==> config.mk <==
export PLATFORM = sky130hd
export DESIGN_NAME = alu_issue_ctrl_flat
export DESIGN_NICKNAME = d
export VERILOG_FILES = /design/src/rtl/alu_issue_ctrl_if.sv /design/src/rtl/alu_issue_ctrl.sv /design/src/flat_wrapper.sv
export SDC_FILE = /design/constraint.sdc
export NUM_CORES = 1
export LEC_CHECK = 0
export CAP_MARGIN = 30
export CORE_MARGIN = 2
export CORE_UTILIZATION = 55
export DETAILED_ROUTE_END_ITERATION = 10
export PLACE_DENSITY = 0.93
export SLEW_MARGIN = 20
export SYNTH_ARGS = -nofsm -noshare
export SYNTH_HDL_FRONTEND = slang
export SYNTH_SLANG_ARGS = --single-unit
==> constraint.sdc <==
create_clock -name clk -period 3.2 [get_ports clk]
set_clock_uncertainty 0.1 [all_clocks]
set_input_delay 0.64 -clock clk [delete_from_list [all_inputs] [get_ports clk]]
set_output_delay 0.64 -clock clk [all_outputs]
set_load 0.005 [all_outputs]
==> src/rtl/alu_issue_ctrl_if.sv <==
// Bundle of the issue, load, function-unit and debug signals of alu_issue_ctrl.
// master = the controller, slave = the instruction source / function units.
interface alu_issue_ctrl_if;
    logic       ld_valid;
    logic [1:0] ld_addr;
    logic [3:0] ld_data;
    logic       instr_valid;
    logic       instr_ready;
    logic [1:0] instr_op;
    logic [1:0] instr_rd;
    logic [1:0] instr_rs1;
    logic [1:0] instr_rs2;
    logic [3:0] op_en;
    logic [3:0] Rd1;
    logic [3:0] Rd2;
    logic [3:0] result;
    logic       done;
    logic       zero;
    logic [1:0] dbg_addr;
    logic [3:0] dbg_data;

    modport master (
        input  ld_valid, ld_addr, ld_data,
        input  instr_valid, instr_op, instr_rd, instr_rs1, instr_rs2,
        output instr_ready,
        output op_en, Rd1, Rd2,
        input  result,
        output done, zero,
        input  dbg_addr,
        output dbg_data
    );

    modport slave (
        output ld_valid, ld_addr, ld_data,
        output instr_valid, instr_op, instr_rd, instr_rs1, instr_rs2,
        input  instr_ready,
        input  op_en, Rd1, Rd2,
        output result,
        input  done, zero,
        output dbg_addr,
        input  dbg_data
    );
endinterface

==> src/rtl/alu_issue_ctrl.sv <==
// Issue/write-back controller for 4-bit logic units: 4x4 register file, one instruction
// in flight (IDLE->READ->EXEC->WB). Optional zero flag enabled by ALU_ISSUE_ZERO_FLAG_EN.
module alu_issue_ctrl (
    input logic                clk,
    input logic                rst,
    alu_issue_ctrl_if.master   bus
);

    typedef enum logic [1:0] {StIdle, StRead, StExec, StWb} state_e;

    state_e     state_q, state_d;
    logic [3:0] rf_q [4];
    logic [3:0] rf_d [4];
    logic [1:0] op_q, op_d;
    logic [1:0] rd_q, rd_d;
    logic [1:0] rs1_q, rs1_d;
    logic [1:0] rs2_q, rs2_d;
    logic [3:0] opa_q, opa_d;
    logic [3:0] opb_q, opb_d;
    logic [3:0] res_q, res_d;

    always_comb begin
        state_d         = state_q;
        rf_d            = rf_q;
        op_d            = op_q;
        rd_d            = rd_q;
        rs1_d           = rs1_q;
        rs2_d           = rs2_q;
        opa_d           = opa_q;
        opb_d           = opb_q;
        res_d           = res_q;
        bus.instr_ready = 1'b0;
        bus.op_en       = 4'b0000;
        bus.Rd1         = 4'h0;
        bus.Rd2         = 4'h0;
        bus.done        = 1'b0;

        unique case (state_q)
            StIdle: begin
                // Loads win over instructions; the instruction simply waits a cycle.
                bus.instr_ready = ~bus.ld_valid & ~rst;
                if (bus.ld_valid) begin
                    rf_d[bus.ld_addr] = bus.ld_data;
                end else if (bus.instr_valid && bus.instr_ready) begin
                    op_d    = bus.instr_op;
                    rd_d    = bus.instr_rd;
                    rs1_d   = bus.instr_rs1;
                    rs2_d   = bus.instr_rs2;
                    state_d = StRead;
                end
            end
            StRead: begin
                opa_d   = rf_q[rs1_q];
                opb_d   = rf_q[rs2_q];
                state_d = StExec;
            end
            StExec: begin
                // Units present 4'h0 when disabled, so only the enabled one shows on result.
                bus.op_en = 4'b0001 << op_q;
                bus.Rd1   = opa_q;
                bus.Rd2   = opb_q;
                res_d     = bus.result;
                state_d   = StWb;
            end
            StWb: begin
                rf_d[rd_q] = res_q;
                bus.done   = 1'b1;
                state_d    = StIdle;
            end
            default: state_d = StIdle;
        endcase
    end

    always_ff @(posedge clk) begin
        if (rst) begin
            state_q <= StIdle;
            rf_q    <= '{default: 4'h0};
            op_q    <= 2'd0;
            rd_q    <= 2'd0;
            rs1_q   <= 2'd0;
            rs2_q   <= 2'd0;
            opa_q   <= 4'h0;
            opb_q   <= 4'h0;
            res_q   <= 4'h0;
        end else begin
            state_q <= state_d;
            rf_q    <= rf_d;
            op_q    <= op_d;
            rd_q    <= rd_d;
            rs1_q   <= rs1_d;
            rs2_q   <= rs2_d;
            opa_q   <= opa_d;
            opb_q   <= opb_d;
            res_q   <= res_d;
        end
    end

    assign bus.dbg_data = rf_q[bus.dbg_addr];

`ifdef ALU_ISSUE_ZERO_FLAG_EN
    logic zero_q, zero_d;

    always_comb begin
        zero_d = zero_q;
        if (state_q == StWb) begin
            zero_d = (res_q == 4'h0);
        end
    end

    always_ff @(posedge clk) begin
        if (rst) begin
            zero_q <= 1'b0;
        end else begin
            zero_q <= zero_d;
        end
    end

    assign bus.zero = zero_q;
`else
    assign bus.zero = 1'b0;
`endif

endmodule

==> src/flat_wrapper.sv <==
// flat-port wrapper written by rule: the top's interface ports become plain ports
module alu_issue_ctrl_flat 
  (clk, rst, bus_ld_valid, bus_ld_addr, bus_ld_data, bus_instr_valid, bus_instr_op, bus_instr_rd, bus_instr_rs1, bus_instr_rs2, bus_instr_ready, bus_op_en, bus_Rd1, bus_Rd2, bus_result, bus_done, bus_zero, bus_dbg_addr, bus_dbg_data);
  alu_issue_ctrl_if bus_i ();
  input logic clk;
  input logic rst;
  input wire logic [$bits(bus_i.ld_valid)-1:0] bus_ld_valid;
  input wire logic [$bits(bus_i.ld_addr)-1:0] bus_ld_addr;
  input wire logic [$bits(bus_i.ld_data)-1:0] bus_ld_data;
  input wire logic [$bits(bus_i.instr_valid)-1:0] bus_instr_valid;
  input wire logic [$bits(bus_i.instr_op)-1:0] bus_instr_op;
  input wire logic [$bits(bus_i.instr_rd)-1:0] bus_instr_rd;
  input wire logic [$bits(bus_i.instr_rs1)-1:0] bus_instr_rs1;
  input wire logic [$bits(bus_i.instr_rs2)-1:0] bus_instr_rs2;
  output wire logic [$bits(bus_i.instr_ready)-1:0] bus_instr_ready;
  output wire logic [$bits(bus_i.op_en)-1:0] bus_op_en;
  output wire logic [$bits(bus_i.Rd1)-1:0] bus_Rd1;
  output wire logic [$bits(bus_i.Rd2)-1:0] bus_Rd2;
  input wire logic [$bits(bus_i.result)-1:0] bus_result;
  output wire logic [$bits(bus_i.done)-1:0] bus_done;
  output wire logic [$bits(bus_i.zero)-1:0] bus_zero;
  input wire logic [$bits(bus_i.dbg_addr)-1:0] bus_dbg_addr;
  output wire logic [$bits(bus_i.dbg_data)-1:0] bus_dbg_data;
  assign bus_i.ld_valid = bus_ld_valid;
  assign bus_i.ld_addr = bus_ld_addr;
  assign bus_i.ld_data = bus_ld_data;
  assign bus_i.instr_valid = bus_instr_valid;
  assign bus_i.instr_op = bus_instr_op;
  assign bus_i.instr_rd = bus_instr_rd;
  assign bus_i.instr_rs1 = bus_instr_rs1;
  assign bus_i.instr_rs2 = bus_instr_rs2;
  assign bus_instr_ready = bus_i.instr_ready;
  assign bus_op_en = bus_i.op_en;
  assign bus_Rd1 = bus_i.Rd1;
  assign bus_Rd2 = bus_i.Rd2;
  assign bus_i.result = bus_result;
  assign bus_done = bus_i.done;
  assign bus_zero = bus_i.zero;
  assign bus_i.dbg_addr = bus_dbg_addr;
  assign bus_dbg_data = bus_i.dbg_data;
  alu_issue_ctrl u_core (.clk(clk), .rst(rst), .bus(bus_i));
endmodule
## Word-level counts from Yosys, hierarchy flattened

Cells that the tools add are included.

| cells by class | value |
|---|---|
| $add $sub $neg | 0 |
| multiply operators | 0 |
| div/mod/pow operators | 0 |
| magnitude comparators | 7 |
| eq/ne operators | 6 |
| shifts and indexed selects | 1 |
| muxes and demuxes | 25 |
| bitwise gates (word level) | 8 |
| reduce and logical (&&, ||, !) cells | 8 |

Operators with widths:

| operator | count |
|---|---|
| two-way mux 4 bit | 11 |
| bitwise mux 16 bit | 2 |
| case mux 16 bit (2 select lines) | 1 |
| binary-select mux 4 bit (select 2 bit) | 3 |
| demux 4 bit (select 2 bit) | 2 |
| two-way mux 16 bit | 1 |
| greater-or-equal comparator 3 bit, second input constant | 5 |
| inverter 2 -> 3 bit | 5 |
| case mux 2 bit (4 select lines) | 1 |
| < comparator 3 x 1 -> 1 bit, second input constant | 2 |
| equality test 2 bit, second input constant | 2 |
| two-way mux 2 bit | 2 |
| != test 2 bit, second input constant | 2 |
| AND reduction 2 bit | 2 |
| << shifter 1 x 2 -> 4 bit, first input constant | 1 |
| logical AND 1 bit | 3 |
| AND reduction 3 bit | 1 |
| equality test 2 x 1 -> 1 bit, second input constant | 1 |
| logical NOT 2 bit | 1 |
| two-way mux 1 bit | 2 |
| != test 2 x 1 -> 1 bit, second input constant | 1 |
| inverter 1 bit | 2 |
| nonzero test 2 bit | 1 |
| bitwise AND 1 bit | 1 |

| word-level totals | value |
|---|---|
| bits in registers | 38 |
| bits in latches | 0 |
| RAM bits | 0 |
| bits in read-only memories | 0 |
| bits of input ports | 24 |
| output and inout bits | 19 |
| word-level logic and storage cells | 67 |
| memories | 0 |

## Longest topological paths before layout

| logic depth | value |
|---|---|
| word-level depth | 8 |
| depth in mapped cells | 6 |
| depth with buffers taken out | 6 |

## Least setup slack after synthesis

Ideal clock, no wire load.

| path | value |
|---|---|
| path kind | reg2out |
| from | register u_core.state_q[0] |
| to | output port bus_op_en[3] |
| arrival time | 1.236 ns |
| required time | 2.460 ns |
| slack | 1.224 ns |
| cell stages (with the launch flop) | 6 |
| path buffers | 2 |
| cell sequence | dfxtp_1 -> inv_1 -> ha_1 -> clkbuf_1 -> clkbuf_1 -> and3_1 |

| between the ends | value |
|---|---|
| longest elaborated chain between the ends | 2 |

RTL lines:

| element | RTL line | text |
|---|---|---|
| from (decl) | alu_issue_ctrl.sv:11 | `state_e state_q, state_d;` |
| from (signal assigned) | alu_issue_ctrl.sv:76 | `state_q <= StIdle;` |
| from (signal assigned) | alu_issue_ctrl.sv:86 | `state_q <= state_d;` |
| equality test 2 bit | alu_issue_ctrl.sv:38 | `unique case (state_q)` |
| two-way mux 4 bit | alu_issue_ctrl.sv:38 |  |
| to (decl) | flat_wrapper.sv:16 | `output wire logic [$bits(bus_i.op_en)-1:0] bus_op_en;` |

Every way passes these cells.

## Final worst setup path

| path | value |
|---|---|
| from | input port bus_dbg_addr[0] |
| to | output port bus_dbg_data[0] |

| between the ends | value |
|---|---|
| longest elaborated chain between the ends | 4 |

RTL lines:

| element | RTL line | text |
|---|---|---|
| from (decl) | flat_wrapper.sv:22 | `input wire logic [$bits(bus_i.dbg_addr)-1:0] bus_dbg_addr;` |
| inverter 2 -> 3 bit (implied by the code) | alu_issue_ctrl.sv:98 | `assign bus.dbg_data = rf_q[bus.dbg_addr];` |
| binary-select mux 4 bit (select 2 bit) | alu_issue_ctrl.sv:98 |  |
| two-way mux 4 bit (implied by the code) (2 in series) | alu_issue_ctrl.sv:98 |  |
| to (decl) | flat_wrapper.sv:23 | `output wire logic [$bits(bus_i.dbg_data)-1:0] bus_dbg_data;` |

Every way passes these cells. The select of a mux whose other input is x is not followed.

==> impl_summary.md <==
Run status
The flow ran to the end, and the final reports show no timing, DRC or antenna violations.

Placement
OpenSTA, run right after detailed placement, puts the worst setup slack at ~160 ps. The detailed placement HPWL is 3.813 mm. The total of buffers placed on input and output ports is 41. The congestion estimate from routability-driven global placement came to 0.8931.

Critical path
Data on the critical path is required at its endpoint by 2460 ps. The largest driver fanout on the critical path is 4. The kind of end point of the critical path is a primary output.

The sort of element at the start of the critical path is a primary input. The cell with the largest stage delay on the worst path is clkdlybuf4s50_1. The number of cells on the worst reg-to-reg path is 5. Together, buffers and inverters on the worst path number 2. Data on the critical path arrives at its endpoint at 2280 ps.

The source of the critical timing path is bus_dbg_addr[0]. The minimum setup slack among reg-to-reg paths is 1080 ps. The depth of the critical timing path with buffers and inverters included is 3. Walking the worst path, the cells encountered are clkdlybuf4s50_1 > mux4_2 > clkdlybuf4s50_1. In this design, the largest share of critical-path delay is due to buffers and inverters. On the worst path, the slowest cell contributes a delay of 640 ps.

The capture point of the worst path is bus_dbg_data[0]. The type of the setup path with the least slack is in2out. The worst reg2reg path endpoint is u_core.rf_q[12]. The worst register-to-register path begins at u_core.state_q[0]. The cell that appears most often on the critical path is clkdlybuf4s50_1.

Layout
After filler insertion, the fill cell instance count of the layout stands at between 200 and 300. The final design utilization is 72.19%. From synthesis to final layout, the design area changed by 22.87%. 0 antenna diodes ended up in the layout. The number of nets in the finished design is 290.

The fraction of layout cells with a size suffix above 1 is 11.83%.

Logic synthesis
Counting every instance in the synthesized netlist gives 226. Sorting the synthesized cells by how often they occur yields dfxtp_1 (38), nor2_1 (26), mux2i_1 (22). The largest total area in the synthesized netlist belongs to dfxtp_1. The distinct cell type count of the synthesized netlist is 39. The share of synthesized area in the top cell type comes to about a third. The synthesized flop and latch total is 38. For this run, the register share of the synthesized area comes to between 30% and 40%. The most used flip-flop cell after synthesis is dfxtp_1. The number of warnings issued by yosys is 0. The most common cell in the synthesized netlist is dfxtp_1.

Yosys attributes the largest share of cell area to dfxtp_1 (35%), mux4_2 (12%), mux2i_1 (10%), nor2_1 (4.4%), a211oi_1 (3.1%). In this run the cell area of the synthesized design comes to 2200 sq um. The synthesized net count is between 200 and 300.

The number of flops mapped to enable cells by yosys is 0. The mean post-synth cell area is 9.733 sq um. The share of flip-flops with an asynchronous set or reset after synthesis is 0%.

Drt
After detailed routing, the number of remaining DRC violations is 0. In this run the remaining antenna-violating nets after routing total 0. The via density per instance is between 6 and 7. For this block, the initial DRC count from the detailed router was around 120. The wire length per cell after detailed routing is 16.52 microns. Wires add up to roughly 5.1 mm. The first TritonRoute pass finished after 6 iterations. The via count of the routed design is around 1900.

CTS
The clock-pin slew of the registers on the worst-case setup and hold paths is 70 ps. In this run, post-CTS hold repair placed 0 buffers. The clock net sink count is 38. The clock latency of the later-clocked register in the worst-skew pair is 290 ps. The total number of H-tree levels is 2. The clock tree from TritonCTS is yes. The longest clock path from root to sink contains 2 buffers. Clock tree synthesis selected as its root buffer the cell clkbuf_8. The number of CTS-inserted buffers is 5. The number of instances resized during post-cts repair is 0. After clock tree synthesis, the setup repair step added 0 buffers.

Worst hold path
The worst hold path belongs to the class reg2reg. The hold path startpoint is u_core.opa_q[0].

Floorplanning
The number of ports placed on the die boundary is 43. The horizontal die dimension is 67.24 microns. The floorplan core area is 3744 sq um. The die boundary height is between 60 and 70 microns.

The starting density of the core is 58.76%. In this run the core area contains 22 standard-cell rows. The die covers 4521 sq um.

Timing
The smallest setup slack after layout is 175.3 ps. Setup violations remaining at the end of the flow were counted as 0. The headroom to the max-slew limit is 59.36%. The setup total negative slack is 0 ps. The final worst hold slack is around 400 ps. For the pin with the worst max-slew slack, the measured transition is 609.7 ps. The total count of max-transition violations in the final report is 0. The number of hold-slack violations in the final timing report is 0.

The post-route minimum period is 3025 ps. The final critical path takes up 94.52% of the cycle. Static timing analysis puts the maximum clock frequency at 0.3306 GHz. Setup repair after global routing left no endpoint under its margin.

Global routing
The initial antenna violation count is 0. The first global-routing pass estimated 8.901 mm of wire. Entering global routing, the biggest net connects 40 pins. The via count of the first global-routing pass was between 1500 and 2000.

The global-route usage over all layers is 26.13%. The global route total overflow is 0.

Pwr
In this run the power density over the cells is 550.0 nW/um^2. Summing internal, switching and leakage power gives about 1.5 mW. The largest voltage drop on the vdd net is 0.3681 mV. The analysis attributes to cell leakage a power of slightly below 1 nW.

Job
The max-capacitance violation count is 0.
-- flip-flops by register name, summed over array words and instances (netlist names) --
| register | count |
|---|---|
| u_core.rs1_q | 2 |
| u_core.rs2_q | 2 |
| u_core.opa_q | 4 |
| u_core.res_q | 4 |
| u_core.state_q | 2 |
| u_core.op_q | 2 |
| u_core.opb_q | 4 |
| u_core.rd_q | 2 |
| u_core.rf_q | 16 |
-- cell families (layout without fill, tap and decap cells) --
| family | after synthesis | in the layout | synth area share [%] |
|---|---|---|---|
| and+or+nand+nor | 85 | 85 | 22.01 |
| DFF | 38 | 38 | 34.58 |
| AOI/OAI and AO/OA | 37 | 37 | 13.03 |
| muxes | 34 | 34 | 22.30 |
| buffers and inverters | 26 | 62 | 5.062 |
| adders and majority gates | 5 | 5 | 2.844 |
| other | 1 | 1 | 0.1705 |
-- where the power goes --
group          total, mW  internal, mW  switching, mW
combinational      0.524         0.269          0.254
sequential         0.627         0.542         0.0842
clock              0.336         0.174          0.162
total               1.49         0.986          0.501
-- routing by layer --
layer	GRT usage, %	wire length, microns	up-vias
met5	0	0	-
met4	9.439	107	0
met3	4.000	424	20
met2	43.56	2458	108
met1	34.43	2132	890
li1	-	-	894
-- area by class of cell --
type,instances,area (sq um),area share [%]
repair buffers,42,417.9,15.46
inverters,12,45.04,1.667
multi-input cells,162,1328,49.12
clock buffers,7,86.33,3.194
clock inverters,1,5.005,0.1852
well taps,48,60.06,2.222
flip-flops and latches,38,760.7,28.15
-- worst reg2reg max path, cell delays in order, from the launching register on --
cell,delay [ps]
dfxtp_1,390
ha_1,490
nor3b_4,350
o21ai_1,190
a222oi_1,390
a211oi_1,90
-- worst min path at each step --
stage,endpoint,slack (ps),depth (start not counted)
2_1_floorplan,u_core.rf_q[11],350,2
3_3_place_gp,u_core.opb_q[3],370,2
3_5_place_dp,u_core.opb_q[0],380,2
4_1_cts,u_core.opb_q[0],400,2
5_1_grt,u_core.opa_q[2],410,2
6_report,u_core.opa_q[0],400,2
-- layout by cell type (no fill, tap or decap), types with 2 or more instances in the layout --
cell	count
nor2_1	26
nand2b_1	5
o22ai_1	4
o21ai_2	2
nor3b_1	2
and3_1	2
a211oi_1	9
and2_1	10
a21oi_1	6
nand2_1	8
a222oi_1	6
dfxtp_1	38
mux2i_1	22
inv_1	12
mux4_2	12
clkdlybuf4s50_1	41
clkbuf_8	6
and3b_1	3
a221oi_1	3
a32o_1	3
nor2b_1	7
ha_1	5
nor3_1	13
and2_4	2
-- metrics by stage --
| stage | cells | area (sq um) |
|---|---|---|
| 5_1_grt | 310 | 2703 |
| 2_1_floorplan | 226 | 2200 |
| 3_5_place_dp | 302 | 2611 |
| 3_3_place_gp | 302 | 2611 |
| 6_report | 310 | 2703 |
| 4_1_cts | 310 | 2703 |
Power figures use the tool's default switching activity.
